## src/rtl/enc16x4_rr_if.sv

```systemverilog
// Request/grant bus between the 16-to-4 round-robin encoder and its
// requesters/consumer. The slave side is the encoder itself.
interface enc16x4_rr_if;
   logic [15:0] req;
   logic        ready;
   logic [3:0]  code;
   logic        valid;
   logic [15:0] onehot;
   logic [15:0] pend;

   // Requester/consumer side: raises requests and acknowledges grants
   modport master (
      output req,
      output ready,
      input  code,
      input  valid,
      input  onehot,
      input  pend
   );

   // Encoder side: captures requests and issues one grant at a time
   modport slave (
      input  req,
      input  ready,
      output code,
      output valid,
      output onehot,
      output pend
   );
endinterface

```

## src/rtl/enc16x4_rr.sv

```systemverilog
// Sequential 16-to-4 round-robin encoder. Requests collect in a sticky
// pending register; one pending index at a time is issued as a 4-bit code
// (plus its one-hot image) over a valid/ready handshake. After each grant
// the search pointer moves just past the granted index for fairness.
module enc16x4_rr (
   input  logic              clk,
   input  logic              rst,
   enc16x4_rr_if.slave       bus
);

   typedef enum logic {
      IDLE  = 1'b0,
      GRANT = 1'b1
   } state_t;

   state_t      r_state;
   state_t      w_nextState;
   logic [15:0] r_pend;
   logic [3:0]  r_code;
   logic        r_valid;
   logic [15:0] r_onehot;
   logic [3:0]  r_ptr;

   logic [3:0]  w_winner;
   logic        w_found;
   logic        w_loadGrant;
   logic        w_completeGrant;
   logic [15:0] w_clr;

   // Find the first pending bit searching from r_ptr upward with wrap;
   // walking the offsets downward lets the smallest offset win last.
   always_comb begin
      w_winner = '0;
      w_found  = |r_pend;
      for (int k = 15; k >= 0; k--) begin
         if (r_pend[r_ptr + 4'(k)]) begin
            w_winner = r_ptr + 4'(k);
         end
      end
   end

   // The granted bit is cleared only when the handshake completes
   always_comb begin
      w_clr = '0;
      if (w_completeGrant) begin
         w_clr = 16'h0001 << r_code;
      end
   end

   // Next-state logic: IDLE launches a grant when anything is pending,
   // GRANT holds its outputs until the consumer takes the code
   always_comb begin
      w_nextState     = r_state;
      w_loadGrant     = 1'b0;
      w_completeGrant = 1'b0;
      unique case (r_state)
         IDLE: begin
            if (w_found) begin
               w_loadGrant = 1'b1;
               w_nextState = GRANT;
            end
         end
         GRANT: begin
            if (r_valid && bus.ready) begin
               w_completeGrant = 1'b1;
               w_nextState     = IDLE;
            end
         end
         default: w_nextState = IDLE;
      endcase
   end

   // State, pending register and registered grant outputs; a request that
   // lands on the same edge its bit is cleared keeps the bit pending
   always_ff @(posedge clk) begin
      if (rst) begin
         r_state  <= IDLE;
         r_pend   <= '0;
         r_code   <= '0;
         r_valid  <= 1'b0;
         r_onehot <= '0;
         r_ptr    <= '0;
      end else begin
         r_state <= w_nextState;
         r_pend  <= (r_pend & ~w_clr) | bus.req;
         if (w_loadGrant) begin
            r_code   <= w_winner;
            r_onehot <= 16'h0001 << w_winner;
            r_valid  <= 1'b1;
         end
         if (w_completeGrant) begin
            r_valid  <= 1'b0;
            r_onehot <= '0;
            r_ptr    <= r_code + 4'd1;
         end
      end
   end

   assign bus.code   = r_code;
   assign bus.valid  = r_valid;
   assign bus.onehot = r_onehot;
   assign bus.pend   = r_pend;

endmodule
```

## src/flat_wrapper.sv

```systemverilog
// flat-port wrapper written by rule: the top's interface ports become plain ports
module enc16x4_rr_flat 
  (clk, rst, bus_req, bus_ready, bus_code, bus_valid, bus_onehot, bus_pend);
  enc16x4_rr_if bus_i ();
  input  logic clk;
  input  logic rst;
  input wire logic [$bits(bus_i.req)-1:0] bus_req;
  input wire logic [$bits(bus_i.ready)-1:0] bus_ready;
  output wire logic [$bits(bus_i.code)-1:0] bus_code;
  output wire logic [$bits(bus_i.valid)-1:0] bus_valid;
  output wire logic [$bits(bus_i.onehot)-1:0] bus_onehot;
  output wire logic [$bits(bus_i.pend)-1:0] bus_pend;
  assign bus_i.req = bus_req;
  assign bus_i.ready = bus_ready;
  assign bus_code = bus_i.code;
  assign bus_valid = bus_i.valid;
  assign bus_onehot = bus_i.onehot;
  assign bus_pend = bus_i.pend;
  enc16x4_rr u_core (.clk(clk), .rst(rst), .bus(bus_i));
endmodule
```

## config.mk

```make
export PLATFORM = sky130hd
export DESIGN_NAME = enc16x4_rr_flat
export DESIGN_NICKNAME = d
export VERILOG_FILES = /design/src/rtl/enc16x4_rr_if.sv /design/src/rtl/enc16x4_rr.sv /design/src/flat_wrapper.sv
export SDC_FILE = /design/constraint.sdc
export NUM_CORES = 1
export LEC_CHECK = 0
export CAP_MARGIN = 20
export CELL_PAD_IN_SITES_DETAIL_PLACEMENT = 1
export CELL_PAD_IN_SITES_GLOBAL_PLACEMENT = 1
export CORE_MARGIN = 3
export CORE_UTILIZATION = 30
export CTS_CLUSTER_SIZE = 25
export DETAILED_ROUTE_END_ITERATION = 7
export DONT_BUFFER_PORTS = 1
export GPL_TIMING_DRIVEN = 0
export PLACE_DENSITY_LB_ADDON = 0.1
export SLEW_MARGIN = 20
export SYNTH_ARGS = -nofsm -noshare
export SYNTH_HDL_FRONTEND = slang
export SYNTH_SLANG_ARGS = --single-unit
```

## constraint.sdc

```tcl
create_clock -name clk -period 5 [get_ports clk]
set_input_delay 0.5 -clock clk [delete_from_list [all_inputs] [get_ports clk]]
set_output_delay 0.5 -clock clk [all_outputs]
set_load 0.01 [all_outputs]
```

* Word-level counts from Yosys, hierarchy flattened
Index checks and enable logic that the tools add are counted.
Word-level totals: output and inout port bits 37, word-level logic and storage cells 102, register bits 42
Operators by class: shift operators 2, order comparisons 16, bitwise logic cells 4, add/subtract/negate cells 16, reductions and logical operators 3, mux-type cells 55
Operators with widths (number):
- $lt A4 B5 Y1 const B | 16
- $bmux W1 S4 | 16
- $mux W4 | 16
- $add A4 B4 Y4 const B | 8
- $shl A1 B4 Y16 const A | 2
- $mux W1 | 21
- $add A4 B3 Y4 const B | 4
- $and A16 B16 Y16 | 1
- $mux W16 | 1
- $not A16 Y16 | 1
- $or A16 B16 Y16 | 1
- $reduce_or A16 Y1 | 1
- $add A4 B1 Y4 const B | 2
- $add A4 B2 Y4 const B | 2
- $pmux W1 S2 | 1
- $reduce_or A2 Y1 | 1
- $logic_and A1 B1 Y1 | 1
- $not A1 Y1 | 1

* Logic depth before layout (Yosys ltp)
Gate-level depths: netlist (run 1).
word-level depth 20, mapped depth 17

* Worst setup path after synthesis (run 1)
OpenSTA, ideal clock, no wires.
kind reg2reg, start point reg u_core.r_ptr[1], end point reg u_core.r_onehot[11], in the netlist u_core.bus.onehot[11], data arrival time 3.799 ns, slack 1.084 ns, path buffers 4, cell stages (with the launch flop) 16, library setup time 0.117 ns, period minus slack after synthesis 3.916 ns, cells stage by stage dfxtp_1 buf_6 buf_2 buf_2 inv_1 ha_1 buf_2 mux2i_1 mux2i_1 mux4_2 a21oi_1 nor3_1 o311a_1 o31a_1 and2_4 a22o_1
Between the ends: word-level cells in the longest chain between the ends 20, elaborated cells between the ends (all ways) 64
Ends and longest elaborated chain:
- from (decl) | line enc16x4_rr.sv:22 | logic [3:0] r_ptr;
- from (signal assigned) | line enc16x4_rr.sv:94 | r_ptr <= r_code + 4'd1;
- $add A4 B4 Y4 | line enc16x4_rr.sv:36, enc16x4_rr.sv:37
- $bmux W1 S4 | line enc16x4_rr.sv:36 | if (r_pend[r_ptr + 4'(k)]) begin
- $mux W1 (not written as such) | line enc16x4_rr.sv:36
- $mux W4 (15 in a row) | line enc16x4_rr.sv:36
- $mux W4 (*) | line enc16x4_rr.sv:36
- $shl A1 B4 Y16 (*) | line enc16x4_rr.sv:88 | r_onehot <= 16'h0001 << w_winner;
- to (signal assigned) | line enc16x4_rr.sv:88
- to (decl) | line enc16x4_rr.sv:21 | logic [15:0] r_onehot;
Mark *: on every way between the ends. The rest lies on a longest branch, timed or not. The select of a mux whose other input is x is not followed. A chain may end at the register's enable or synchronous reset.

* Final worst setup path (run 1)
start point reg u_core.r_ptr[1], end point reg u_core.r_onehot[5], in the netlist u_core.bus.onehot[5]
Same word-level chain as after synthesis.

==> impl_metrics.tcl, run 1 <==
set metrics [dict create \
    crit_slowest_cell "dfxtp_2" \
    synth-simple-area-share 0.186 \
    yosysWarnings 0 \
    period_share 0.959 \
    finalMaxSlewViolations 0 \
    final_hold_viol_count 0 \
    ff2ff_path_depth 16 \
    synth_fp_nets 520 \
    die_h_um 126 \
    synthAdderAreaFrac 0.0378 \
    grt.total_usage 0.208 \
    gp_congestion 0.879 \
    final_antenna_net_count 0 \
    final_nets 529 \
    grt-ovfl-total 0 \
    clock-root-buffer "clkbuf_16" \
    mostFrequentLayoutCell "nor2_1" \
    path_class "reg2reg" \
    htree_levels 2 \
    grt_pass1_vias 4235 \
    first_iter_violations 212 \
    post-route-util 0.338 \
    crit_path_end "u_core.bus.onehot[5]" \
    power.density_nw_per_um2 278 \
    grt_max_degree 15 \
    ys_ff_latch 42 \
    vias 4049 \
    cp-startpoint "u_core.r_ptr[1]" \
    synth_compound_gate_area_share 0.185 \
    grtUsageMet2 0.355 \
    setup_viol 0 \
    fin_cells 678 \
    clk_path_buf_depth 2 \
    ys_top_cells_by_area "dfxtp_1 (20%), mux4_2 (16%), mux2i_1 (7.2%)" \
    combPwrFrac 0.443 \
    synth_cells 488 \
    area_growth_syn_to_layout_pct 9.64 \
    synth_xor_area_frac 0.0346 \
    worst_pin_slew_ns 0.898 \
    clock_power_share 0.247 \
    worst_setup_path_start_kind "register" \
    seqPwrFrac 0.310 \
    finClkSkew_ns 0.00263 \
    drive_above_1_share 0.185 \
    cts_buffers 5 \
    cts_tree "yes" \
    hold_buffers 0 \
    cpMostUsedCell "buf_2" \
    async_reset_ff_frac 0 \
    row_count 43 \
    cts.sinks 42 \
    ys.flop_type "dfxtp_1" \
    clkLatencyLatePin_ns 0.29 \
    critPathArrivalTime_ns 5.01 \
    cp.required_ns 5.21 \
    n_antenna_cell 0 \
    layout_common_cells "nor2_1 (55), nand2_1 (43), dfxtp_1 (41)" \
    post_synth_num_cell_types 64 \
    synth_top_area_cell "dfxtp_1" \
    cp-end-kind "register" \
    io-pin-count 56 \
    dr.pass1.iters 7 \
    p_int_w 0.000770 \
    grt_antenna_before_repair 0 \
    dpl-instance-area_um2 4530 \
    slew_headroom 0.401 \
    ir_drop_uv 176 \
    timing.hold.ws_ns 0.332 \
    core_area_um2 14000 \
    synth_top_area_frac 0.195 \
    crit_chain "buf_6 -> buf_2 -> clkbuf_4 -> clkinvlp_4 -> buf_4 -> ha_1 -> buf_2 -> mux4_2 -> or2_2 -> and4_1 -> a221oi_1 -> a21oi_1 -> o31ai_1 -> a21o_1 -> o211ai_1 -> o21ai_1" \
    syn_avg_cell_area_um2 8.83 \
    r2r-end "u_core.bus.onehot[5]" \
    status "completed" \
    hold_class "in2reg" \
    dp_cells 668 \
    grt_pass1_wl_mm 25.8 \
    fin_tns_setup_ns 0 \
    final_area_um2 4720 \
    crit_fanout 10 \
    initial_core_util 0.308 \
    busiest_layer "met2" \
    wl_per_cell_um 24.4 \
    die_w_um 126 \
    dieArea_um2 15800 \
    synth_edf_count 0 \
    fin_crit_ns 4.79 \
    cpPeakStageDelay_ns 0.45 \
    dpl.hpwl_mm 13.0 \
    via_per_inst 5.97 \
    swShare 0.413 \
    drc 0 \
    synth_top_family_by_area "multiplexers" \
    grt_use_met1 0.280 \
    clk_pin_slew_ns 0.06 \
    wl_mm 16.5 \
    fillers 1678 \
    power_switching_w 0.000541 \
    syn_area_um2 4310 \
    io_buffer_count 0 \
    muxShareOfSynthArea 0.312 \
    leakage_nw 1.68 \
    fmax_mhz 209 \
    grt_util_met3 0.0293 \
    rr_startpoint "u_core.r_ptr[1]" \
    r2r_slack_ns 0.21 \
    cap_violations 0 \
    ys_seq_area_frac 0.195 \
]
## cell type report
| class | count | area, µm² | area share |
|---|---|---|---|
| clock buffers | 5 | 125 | 0.0265 |
| plain buffers | 34 | 169 | 0.0358 |
| repair buffers | 3 | 22.5 | 0.00477 |
| flip-flops and latches | 42 | 842 | 0.178 |
| inverters | 12 | 50.0 | 0.0106 |
| clock inverters | 3 | 21.3 | 0.00450 |
| well taps | 180 | 225 | 0.0477 |
| multi-input cells | 399 | 3270 | 0.692 |
## worst max-delay path: cells and delay by family, from the launching register on
kind	cells	cell delay [ns]
adder cells (fa/ha/maj)	1	0.30
AND/OR/NAND/NOR	2	0.57
AO/OA/AOI/OAI	6	1.62
buffers and inverters	6	1.32
flip-flops	1	0.45
multiplexers	1	0.43
## stage by stage
stage	power, W	setup WS (ns)
3_5_place_dp	0.000980	-0.334
5_1_grt	0.00139	-0.00172
3_3_place_gp	0.000972	-0.278
2_1_floorplan	0.000813	1.08
6_report	0.00131	0.207
4_1_cts	0.00132	0.00318
## power by group through the flow
stage | Clock [W] | Sequential (W) | Combinational, W
finish | 0.000323 | 0.000407 | 0.000581
global route | 0.000351 | 0.000411 | 0.000632
CTS | 0.000340 | 0.000408 | 0.000571
detailed placement | 0 | 0.000415 | 0.000565
global placement | 0 | 0.000414 | 0.000558
floorplan | 0 | 0.000399 | 0.000415
## kinds of logic after synthesis
kind of cell | after synthesis
flops | 42
buf+inv | 47
fa+ha+maj | 13
simple gates | 169
xor+xnor | 14
mux | 83
compound gates | 120
## timing repair
action                                  CTS  global route
endpoints found under the setup margin   19            18
gates cloned                              0             0
endpoints found under the hold margin     0             0
gates resized for setup                   5             4
pin swaps                                 0             4
buffers inserted                          0             3
## sequential cells by signal, summed over array words and instances (netlist names)
register,cells
u_core.r_state,1
u_core.bus.valid,1
u_core.r_ptr,4
u_core.bus.pend,16
u_core.bus.onehot,16
u_core.bus.code,4
## per-layer routing
metal / wire [µm] / vias up
met5: 0 / -
met4: 280 / 0
met3: 853 / 19
met2: 8090 / 133
met1: 7300 / 2020
li1: - / 1877
## how the worst min path moves through the flow
stage	from	to	slack [ns]	cells after the start
after detailed placement	u_core.bus.onehot[6]	u_core.bus.onehot[6]	0.49	2
after global routing	bus_req[8]	u_core.bus.pend[8]	0.33	2
after floorplan	u_core.bus.onehot[5]	u_core.bus.onehot[5]	0.47	2
final	bus_req[14]	u_core.bus.pend[14]	0.33	2
after CTS	bus_req[14]	u_core.bus.pend[14]	0.32	2
after global placement	u_core.bus.onehot[6]	u_core.bus.onehot[6]	0.49	2
## cell usage after synthesis (3+ instances only)
library cell  instances
xor2_1                7
nor3_1               17
o21ai_1              13
xnor2_1               5
o21ai_0              12
a31oi_1               4
and3_1                9
nor2b_1               3
a22o_1                9
buf_2                 7
mux2i_1              31
mux4_1                5
inv_1                 9
a211oi_1             13
nand3b_1              3
clkbuf_1             15
o22ai_1               4
a21oi_1              35
or2_2                 3
buf_1                 7
nor2_1               55
dfxtp_1              42
buf_4                 4
or2_1                 3
nor3_2                3
nand4_1               3
ha_1                 13
nand3_1              12
nand2_1              43
o211ai_1              4
nand2b_1              3
mux4_2               31
mux2_2               14
nor4_1                5
Note: power is estimated with default switching activity, not from simulation.
==> run 2: changes to the inputs <==
--- a/config.mk
+++ b/config.mk
@@ -9,7 +9,7 @@
 export CELL_PAD_IN_SITES_DETAIL_PLACEMENT = 1
 export CELL_PAD_IN_SITES_GLOBAL_PLACEMENT = 1
 export CORE_MARGIN = 3
-export CORE_UTILIZATION = 30
+export CORE_UTILIZATION = 50
 export CTS_CLUSTER_SIZE = 25
 export DETAILED_ROUTE_END_ITERATION = 7
 export DONT_BUFFER_PORTS = 1
==> impl_metrics.tcl, run 2 (same netlist as run 1, synthesis figures left out) <==
set metrics [dict create \
    gp_congestion 0.950 \
    worst_pin_slew_ns 0.821 \
    via_per_inst 6.98 \
    dr.max_layer_used "met4" \
    drc 0 \
    n_antenna_cell 0 \
    drive_above_1_share 0.185 \
    slew_headroom 0.452 \
    io-pin-count 56 \
    first_iter_violations 327 \
    worst_setup_path_start_kind "register" \
    final_area_um2 4620 \
    dpl.hpwl_mm 11.9 \
    io_buffer_count 0 \
    leakage_nw 1.68 \
    cpMostUsedCell "buf_2" \
    period_share 0.947 \
    cap_violations 0 \
    initial_core_util 0.519 \
    wl_mm 15.6 \
    final_nets 529 \
    finClkSkew_ns 0.00725 \
    setup_viol 0 \
    cts_buffers 5 \
    crit_slowest_cell "mux2i_2" \
    post-route-util 0.557 \
    final_hold_viol_count 0 \
    clock-root-buffer "clkbuf_8" \
    timing.hold.ws_ns 0.322 \
    clkLatencyLatePin_ns 0.30 \
    crit_buf_inv 5 \
    dieArea_um2 9770 \
    dr.pass1.iters 5 \
    place_ws_ns -0.126 \
    total_power_w 0.00127 \
    critPathTopFamily "buffers and inverters" \
    crit_chain "buf_2 -> buf_1 -> inv_1 -> buf_2 -> ha_1 -> clkbuf_2 -> mux4_2 -> mux2i_2 -> mux2_2 -> o311ai_0 -> a211oi_1 -> o41ai_2 -> o31a_1 -> and2_4 -> a22o_1" \
    core_area_um2 8300 \
    vias 4200 \
    rsz0062_at_grt "no" \
    finalMaxSlewViolations 0 \
    mostFrequentLayoutCell "nor2_1" \
    wirelength_met1_mm 6.11 \
    cp.required_ns 5.20 \
    setup_slack_ns 0.264 \
    grt-ovfl-total 0 \
    wl_met2_mm 7.60 \
    hold_class "in2reg" \
    layout_common_cells "nor2_1 (55), nand2_1 (43), dfxtp_1 (41)" \
    wl_per_cell_um 25.9 \
    cts_tree "yes" \
    fin_crit_ns 4.74 \
    fillers 999 \
    grt_pass1_wl_mm 25.3 \
    power.density_nw_per_um2 275 \
    hold_buffers 0 \
    critPathArrivalTime_ns 4.93 \
    crit_fanout 12 \
    grt_pass1_vias 4409 \
    die_w_um 98.8 \
    clk_path_buf_depth 2 \
    status "completed" \
    dpl-instance-area_um2 4440 \
    cts.sinks 42 \
    clk_pin_slew_ns 0.08 \
    row_count 33 \
    final_antenna_net_count 0 \
    cp-end-kind "register" \
    grt.total_usage 0.326 \
    ir_drop_uv 241 \
    die_h_um 98.8 \
    fmax_mhz 211 \
    grt_max_degree 13 \
    cpPeakStageDelay_ns 0.45 \
    grt_antenna_before_repair 0 \
    htree_levels 2 \
    wl_met3_mm 1.14 \
    area_growth_syn_to_layout_pct 7.29 \
    path_class "reg2reg" \
]
run 2: layout make-up:
class                           count  area [µm²]  area share
Clock buffer                        6        82.6      0.0179
Inverter                           12        46.3      0.0100
Tap cell                          105         131      0.0284
Sequential cell                    42         842       0.182
Timing Repair Buffer                2        15.0     0.00325
Buffer                             35         176      0.0382
Clock inverter                      1        30.0     0.00650
Multi-Input combinational cell    399        3300       0.714
run 2: layer usage:
metal / track usage / vias to the layer above
li1: - / 1863
met1: 0.410 / 2065
met2: 0.543 / 213
met3: 0.0559 / 59
met4: 0.154 / 0
met5: 0 / -
run 2: per-stage QoR:
stage	setup TNS [ns]	cells
CTS	0	600
global route	0	602
finish	0	602
detailed placement	-0.821	593
global placement	-0.194	593
floorplan	0	488
run 2: worst paths after layout:
kind                   startpoint                     to  slack, ns  cells after the start
max               u_core.r_ptr[2]  u_core.bus.onehot[11]       0.26                     15
min                    bus_req[2]     u_core.bus.pend[2]       0.32                      2
max reg2reg       u_core.r_ptr[2]  u_core.bus.onehot[11]       0.26                     15
min reg2reg  u_core.bus.onehot[4]   u_core.bus.onehot[4]       0.50                      2
run 2: power breakdown:
group          internal, W  total [W]  leakage, nW  switching [W]
clock             0.000160   0.000275       0.0573       0.000115
sequential        0.000359   0.000406        0.346      0.0000472
combinational     0.000232   0.000591         1.27       0.000359
run 2: worst reg2reg max path, delay by kind of cell (launching register included):
kind	cells	cell delay [ns]
AOI/OAI and AO/OA	5	1.26
adders and majority gates	1	0.31
buffers and inverters	5	1.33
DFF	1	0.38
muxes	3	1.18
and+or+nand+nor	1	0.17
run 2: repair_timing:
action / 4_1_cts / 5_1_grt
pin swaps: 0 / 2
setup buffers: 0 / 2
setup endpoints to repair: 16 / 19
gates resized for setup: 4 / 10
